==> src/rtl/lsu_store_buffer_pkg.sv <==
// Shared types and widths for the LSU store buffer.
package lsu_store_buffer_pkg;

  localparam int unsigned SB_XLEN    = 32;
  localparam int unsigned SB_NBYTES  = SB_XLEN / 8;
  localparam int unsigned SB_WADDR_W = SB_XLEN - 2;

  // Store access size as presented by the LSU.
  typedef enum logic [1:0] {
    BYTE = 2'b00,
    HALF = 2'b01,
    WORD = 2'b10,
    RSVD = 2'b11
  } st_size_e;

  // One word-aligned, byte-enabled buffer entry.
  typedef struct packed {
    logic [SB_WADDR_W-1:0] waddr;
    logic [SB_XLEN-1:0]    data;
    logic [SB_NBYTES-1:0]  be;
  } stbuf_entry_t;

endpackage

==> src/rtl/lsu_store_align.sv <==
// Converts a sized, byte-addressed store into a two-word byte-enable/data window.
module lsu_store_align
  import lsu_store_buffer_pkg::*;
#(
  parameter int unsigned XLEN = SB_XLEN
) (
  input  logic [1:0]            off,
  input  st_size_e              size,
  input  logic [XLEN-1:0]       data,
  output logic [2*(XLEN/8)-1:0] be_wide,
  output logic [2*XLEN-1:0]     data_wide,
  output logic                  crossing,
  output logic                  rsvd
);

  localparam int unsigned NB = XLEN / 8;

  logic [NB-1:0] mask;

  // Size mask shifted into position; upper half set means the store spills into the next word.
  always_comb begin
    mask = '0;
    rsvd = 1'b0;
    case (size)
      BYTE:    mask = NB'(1);
      HALF:    mask = NB'(3);
      WORD:    mask = '1;
      default: rsvd = 1'b1;
    endcase
    be_wide   = (2*NB)'(mask) << off;
    data_wide = (2*XLEN)'(data) << {off, 3'b000};
    crossing  = |be_wide[2*NB-1:NB];
  end

endmodule

==> src/rtl/lsu_store_buffer.sv <==
// In-order store buffer between the LSU store path and the DCCM write port,
// with byte-granular store-to-load forwarding.
module lsu_store_buffer
  import lsu_store_buffer_pkg::*;
#(
  parameter int unsigned XLEN  = SB_XLEN,
  parameter int unsigned DEPTH = 4
) (
  input  logic                   clk,
  input  logic                   rst,
  input  logic                   st_valid,
  output logic                   st_ready,
  input  logic [XLEN-1:0]        st_addr,
  input  logic [1:0]             st_size,
  input  logic [XLEN-1:0]        st_data,
  input  logic [XLEN-1:0]        ld_addr,
  output logic [3:0]             fwd_be,
  output logic [XLEN-1:0]        fwd_data,
  output logic [XLEN-1:0]        dccm_waddr,
  output logic                   dccm_wen,
  output logic [XLEN-1:0]        dccm_wdata,
  output logic [3:0]             dccm_wbe,
  input  logic                   dccm_wready,
  output logic                   sb_empty,
  output logic                   sb_full,
  output logic [$clog2(DEPTH):0] sb_count
);

  localparam int unsigned PW = $clog2(DEPTH);
  localparam int unsigned CW = PW + 1;
  localparam int unsigned NB = XLEN / 8;

  // Entry storage and queue control.
  stbuf_entry_t   ent_q [DEPTH];
  stbuf_entry_t   ent_d [DEPTH];
  logic [DEPTH-1:0] valid_q, valid_d;
  logic [CW-1:0]  wr_ptr_q, wr_ptr_d;
  logic [CW-1:0]  rd_ptr_q, rd_ptr_d;
  logic [CW-1:0]  count_q, count_d;

  logic [PW-1:0]  wr_idx, wr_idx1, rd_idx, fwd_idx;
  logic [CW-1:0]  free_slots, push_n, pop_n;
  logic           push, pop;

  logic [2*NB-1:0]   be_wide;
  logic [2*XLEN-1:0] data_wide;
  logic              crossing, rsvd;
  stbuf_entry_t      inc_a, inc_b;

  logic unused_ld_off;
  assign unused_ld_off = ^ld_addr[1:0];

  lsu_store_align #(.XLEN(XLEN)) u_align (
    .off       (st_addr[1:0]),
    .size      (st_size_e'(st_size)),
    .data      (st_data),
    .be_wide   (be_wide),
    .data_wide (data_wide),
    .crossing  (crossing),
    .rsvd      (rsvd)
  );

  // Incoming store split into its low-word and (optional) next-word entries.
  always_comb begin
    inc_a.waddr = st_addr[XLEN-1:2];
    inc_a.data  = data_wide[XLEN-1:0];
    inc_a.be    = be_wide[NB-1:0];
    inc_b.waddr = st_addr[XLEN-1:2] + (XLEN-2)'(1);
    inc_b.data  = data_wide[2*XLEN-1:XLEN];
    inc_b.be    = be_wide[2*NB-1:NB];
  end

  // Acceptance and drain handshakes; free space is taken from registered count only.
  always_comb begin
    wr_idx     = wr_ptr_q[PW-1:0];
    wr_idx1    = wr_idx + PW'(1);
    rd_idx     = rd_ptr_q[PW-1:0];
    free_slots = CW'(DEPTH) - count_q;
    st_ready   = rsvd | (free_slots >= CW'(2)) | ((free_slots >= CW'(1)) & ~crossing);
    push       = st_valid & st_ready & ~rsvd;
    dccm_wen   = (count_q != '0) & ~rst;
    pop        = dccm_wen & dccm_wready;
    push_n     = push ? (crossing ? CW'(2) : CW'(1)) : '0;
    pop_n      = pop ? CW'(1) : '0;
  end

  // Head entry drives the DCCM write port directly.
  always_comb begin
    dccm_waddr = {ent_q[rd_idx].waddr, 2'b00};
    dccm_wdata = ent_q[rd_idx].data;
    dccm_wbe   = ent_q[rd_idx].be;
    sb_empty   = (count_q == '0);
    sb_full    = (count_q == CW'(DEPTH));
    sb_count   = count_q;
  end

  // Next-state for pointers, valids, count and entry payloads.
  always_comb begin
    ent_d    = ent_q;
    valid_d  = valid_q;
    wr_ptr_d = wr_ptr_q;
    rd_ptr_d = rd_ptr_q;
    count_d  = count_q + push_n - pop_n;
    if (pop) begin
      valid_d[rd_idx] = 1'b0;
      rd_ptr_d        = rd_ptr_q + CW'(1);
    end
    if (push) begin
      ent_d[wr_idx]   = inc_a;
      valid_d[wr_idx] = 1'b1;
      if (crossing) begin
        ent_d[wr_idx1]   = inc_b;
        valid_d[wr_idx1] = 1'b1;
      end
      wr_ptr_d = wr_ptr_q + push_n;
    end
  end

  // Forwarding: scan oldest to youngest so later writers overwrite, then the incoming store.
  always_comb begin
    fwd_be   = '0;
    fwd_data = '0;
    fwd_idx  = '0;
    for (int k = 0; k < int'(DEPTH); k++) begin
      fwd_idx = rd_idx + PW'(k);
      if (valid_q[fwd_idx] && (ent_q[fwd_idx].waddr == ld_addr[XLEN-1:2])) begin
        for (int b = 0; b < int'(NB); b++) begin
          if (ent_q[fwd_idx].be[b]) begin
            fwd_be[b]          = 1'b1;
            fwd_data[8*b +: 8] = ent_q[fwd_idx].data[8*b +: 8];
          end
        end
      end
    end
    if (push) begin
      for (int b = 0; b < int'(NB); b++) begin
        if ((inc_b.waddr == ld_addr[XLEN-1:2]) && inc_b.be[b]) begin
          fwd_be[b]          = 1'b1;
          fwd_data[8*b +: 8] = inc_b.data[8*b +: 8];
        end
        if ((inc_a.waddr == ld_addr[XLEN-1:2]) && inc_a.be[b]) begin
          fwd_be[b]          = 1'b1;
          fwd_data[8*b +: 8] = inc_a.data[8*b +: 8];
        end
      end
    end
  end

  // Control state with synchronous reset.
  always_ff @(posedge clk) begin
    if (rst) begin
      wr_ptr_q <= '0;
      rd_ptr_q <= '0;
      count_q  <= '0;
      valid_q  <= '0;
    end else begin
      wr_ptr_q <= wr_ptr_d;
      rd_ptr_q <= rd_ptr_d;
      count_q  <= count_d;
      valid_q  <= valid_d;
    end
  end

  // Payload storage; qualified by valid bits so it needs no reset.
  always_ff @(posedge clk) begin
    ent_q <= ent_d;
  end

endmodule
==> config.mk <==
export PLATFORM = sky130hd
export DESIGN_NAME = lsu_store_buffer
export DESIGN_NICKNAME = d
export VERILOG_FILES = /design/src/rtl/lsu_store_buffer_pkg.sv /design/src/rtl/lsu_store_align.sv /design/src/rtl/lsu_store_buffer.sv
export SDC_FILE = /design/constraint.sdc
export NUM_CORES = 2
export LEC_CHECK = 0
export ABC_CLOCK_PERIOD_IN_PS = 16000
export BUFFER_PORTS_ARGS = -buffer_cell sky130_fd_sc_hd__buf_4
export CAP_MARGIN = 40
export CORE_ASPECT_RATIO = 2
export CORE_UTILIZATION = 62
export DETAILED_ROUTE_END_ITERATION = 12
export MAX_ROUTING_LAYER = met4
export PLACE_DENSITY = 0.82
export SLEW_MARGIN = 0
export SYNTH_ARGS = -nofsm -noshare
export SYNTH_HDL_FRONTEND = slang
export SYNTH_HIERARCHICAL = 1
export SYNTH_SLANG_ARGS = --single-unit
==> constraint.sdc <==
create_clock -name clk -period 16 [get_ports clk]
set_clock_uncertainty 0.2 [all_clocks]
set_input_delay 2.4 -clock clk [delete_from_list [all_inputs] [get_ports clk]]
set_output_delay 2.4 -clock clk [all_outputs]
set_load 0.05 [all_outputs]
==> impl_metrics.env <==
export IMPL_rsz0062_at_grt="no"
export IMPL_cts_hold_buffers=0
export IMPL_path_common_cell="buf_4"
export IMPL_syn2layout_area_growth_pct=9.00
export IMPL_overflow=0
export IMPL_combinationalPowerShare_pct=56.5
export IMPL_power_density_nw_per_um2=170
export IMPL_design_core_area_um2=45000
export IMPL_end_kind="output pin"
export IMPL_gp_congestion=1.11
export IMPL_antenna_found_initial=4
export IMPL_worstPathMaxFanout=44
export IMPL_fin_crit_ns=10.18
export IMPL_fin_util_pct=68.7
export IMPL_swShare_pct=47.9
export IMPL_nNetsFinal=3076
export IMPL_synthXorXnorAreaFrac_pct=5.25
export IMPL_clock_power_share_pct=14.3
export IMPL_cp_start_kind="flip-flop"
export IMPL_clkLatencyLatePin_ns=0.61
export IMPL_power_leakage_uw=0.0109
export IMPL_critical_path_arrival_ns=7.58
export IMPL_cts_htree_levels=1
export IMPL_synth_cell_types=91
export IMPL_drc_errors=0
export IMPL_viasPerCell=8.17
export IMPL_max_cap_violations=0
export IMPL_switchingPower_uw=2520
export IMPL_synth_mux_area_fraction_pct=25.7
export IMPL_worstPathRequired_ns=13.40
export IMPL_crit_type="reg2out"
export IMPL_start_util_pct=63.0
export IMPL_synth_avg_cell_area_um2=9.56
export IMPL_min_path_type="reg2reg"
export IMPL_grt_pass1_wl_mm=189
export IMPL_num_io_pins=213
export IMPL_p_int_uw=2740
export IMPL_synth_warnings=6
export IMPL_synth_top_family_by_area="multiplexers"
export IMPL_cts_tree="yes"
export IMPL_fmax_ghz=0.0982
export IMPL_io_buffer_count=208
export IMPL_synth_simple_area_share_pct=17.6
export IMPL_seq_area_frac_synth_pct=28.7
export IMPL_ctsResizeCount=0
export IMPL_die_height_um=304
export IMPL_setup_viol=0
export IMPL_pwr_share_seq_pct=29.1
export IMPL_max_stage_delay_ns=0.72
export IMPL_synth_seq_cells=275
export IMPL_drt_wl_total_mm=128
export IMPL_firstDrtPassIters=11
export IMPL_synth_ff_type="edfxtp_1"
export IMPL_grt_use_total_pct=57.3
export IMPL_synthAdderAreaFrac_pct=0.821
export IMPL_netlist_area_um2=28300
export IMPL_grt_pass1_vias=28600
export IMPL_cts_path_max_buffers=3
export IMPL_tritoncts_num_buffers=28
export IMPL_die_area_um2=46600
export IMPL_die_w_um=153
export IMPL_path_cells="clkinv_1 -> buf_4 -> ha_4 -> buf_4 -> buf_4 -> buf_16 -> mux2_2 -> o2bb2ai_1 -> a2111oi_4 -> nand4_2 -> buf_4 -> or4b_1 -> o311ai_1 -> a311oi_1 -> a2bb2oi_1 -> buf_4"
export IMPL_synth_cells=2964
export IMPL_max_slew_worst_pin_slew_ns=1.11
export IMPL_status="finished, final reports clean"
export IMPL_drtIter0Drc=5025
export IMPL_min_period_over_period_pct=63.6
export IMPL_fin_tns_setup_ns=0
export IMPL_cts_root_buffer_cell="clkbuf_16"
export IMPL_slew_headroom_pct=25.6
export IMPL_peakVddDrop_mv=0.140
export IMPL_async_reset_ff_share_pct=0
export IMPL_cts_setup_buffers=0
export IMPL_num_vias=29000
export IMPL_synth_compound_area_share_pct=15.3
export IMPL_dpl_hpwl_mm=85.7
export IMPL_cts_sinks=275
export IMPL_cp_slowest_cell="dfxtp_4"
export IMPL_ant_nets=0
export IMPL_drive_gt1_share_pct=20.8
export IMPL_fillers=3475
export IMPL_clk_pin_slew_ns=0.07
export IMPL_slew_viol_final=0
export IMPL_crit_family="buffers and inverters"
export IMPL_hold_violations=0
export IMPL_num_rows=110
export IMPL_synth_edf_count=264
export IMPL_routedWlPerCell_um=36.2
export IMPL_grt_max_degree=143
export IMPL_cp_num_buf_inv=7
metal layers:
metal / up-vias / track usage (%) / wire length [µm]
li1: 11400 / - / -
met5: - / - / 0
met1: 13500 / 57.5 / 35600
met3: 1131 / 17.6 / 17200
met4: 0 / 63.4 / 18800
met2: 2888 / 84.0 / 56700
layout by cell type, fill, tap and decap left out, drive strengths merged, types with 37 or more instances in the layout:
master	count
nand2	406
nor2	322
buf	277
edfxtp	264
mux4	232
mux2i	193
xnor2	122
a31oi	121
a21oi	103
o22ai	85
nand3	67
o21ai	65
nor3	53
xor2	48
nor4	47
clkbuf	40
inv	37
nand4	37
synthesized netlist by cell type (10+ instances only):
cell / count / area (µm²)
a211oi_1: 25 / 188
a21oi_1: 103 / 515
a221o_1: 33 / 330
a2bb2oi_1: 35 / 307
a311oi_1: 35 / 307
a31oi_1: 121 / 757
and2_1: 22 / 138
and3_1: 25 / 156
and4_1: 35 / 307
buf_1: 16 / 60.1
buf_2: 65 / 325
buf_4: 31 / 233
buf_6: 20 / 225
clkbuf_1: 187 / 702
dfxtp_1: 11 / 220
edfxtp_1: 264 / 7930
ha_1: 17 / 213
inv_1: 36 / 135
mux2_2: 10 / 113
mux2i_1: 193 / 1930
mux4_2: 232 / 5230
nand2_1: 405 / 1520
nand3_1: 67 / 335
nand4_1: 34 / 213
nor2_1: 321 / 1200
nor2b_1: 21 / 131
nor3_1: 51 / 255
nor4_1: 41 / 257
o21ai_0: 64 / 320
o22ai_1: 85 / 532
o2bb2ai_1: 20 / 175
o311ai_1: 32 / 280
xnor2_1: 122 / 1070
xor2_1: 48 / 420
cell families (layout without fill, tap and decap cells):
family	Yosys count	in the layout
adder cells (fa/ha/maj)	18	18
multiplexers	436	436
other	2	16
AND/OR/NAND/NOR	1074	1074
AO/OA/AOI/OAI	622	622
XOR/XNOR	170	170
buffers and inverters	367	372
flip-flops	275	275
area by class of cell:
cell class	instances	area, µm²	area share (%)
Multi-Input combinational cell	2331	18600	60.0
Sequential cell	275	8160	26.4
Timing Repair Buffer	282	2350	7.60
Clock buffer	35	748	2.42
Tap cell	560	701	2.27
Clock inverter	17	238	0.769
Inverter	38	143	0.462
Antenna cell	5	12.5	0.0405
flip-flops by register name, summed over array words and instances, names as in the netlist:
register / count
ent_q: 264
valid_q: 4
sb_count: 3
rd_ptr_q: 2
wr_ptr_q: 2
final timing paths:
| kind | start | end | slack, ns | cells past startpoint |
|---|---|---|---|---|
| hold / removal | sb_count[2] | sb_count[2] | 0.40 | 3 |
| setup / recovery | rd_ptr_q[0] | fwd_data[26] | 5.82 | 16 |
| setup reg to reg | sb_count[0] | sb_count[2] | 10.31 | 16 |
| hold reg to reg | sb_count[2] | sb_count[2] | 0.40 | 3 |
power groups by stage:
stage          combinational, µW  sequential, µW  clock, µW
2_1_floorplan               2010            1490          0
3_3_place_gp                2720            1490          0
3_5_place_dp                2810            1530          0
4_1_cts                     2820            1510        744
5_1_grt                     3040            1560        765
6_report                    2970            1530        753
through the flow:
stage / area [µm²] / hold WS (ns) / setup WS, ns / instances / power [µW]
detailed placement: 29800 / 0.376 / 6.40 / 3476 / 4340
global route: 30900 / 0.455 / 5.67 / 3542 / 5370
finish: 30900 / 0.399 / 5.82 / 3543 / 5250
floorplan: 28400 / 0.318 / 0.198 / 2973 / 3500
global placement: 29400 / 0.366 / 6.42 / 3453 / 4210
CTS: 30800 / 0.398 / 6.13 / 3528 / 5080
worst reg2reg max path, cell delays in order, from the launching register on:
cell and delay (ns):
dfxtp_1 0.42, inv_1 0.09, ha_1 0.22, ha_1 0.33, a311oi_4 0.43, buf_4 0.64, buf_4 0.70, buf_4 0.87
and2_1 0.29, inv_1 0.05, ha_1 0.26, inv_1 0.04, ha_1 0.19, fa_1 0.45, xnor2_1 0.21, xnor2_1 0.15
nor2_1 0.05
Power figures use the tool's default switching activity.
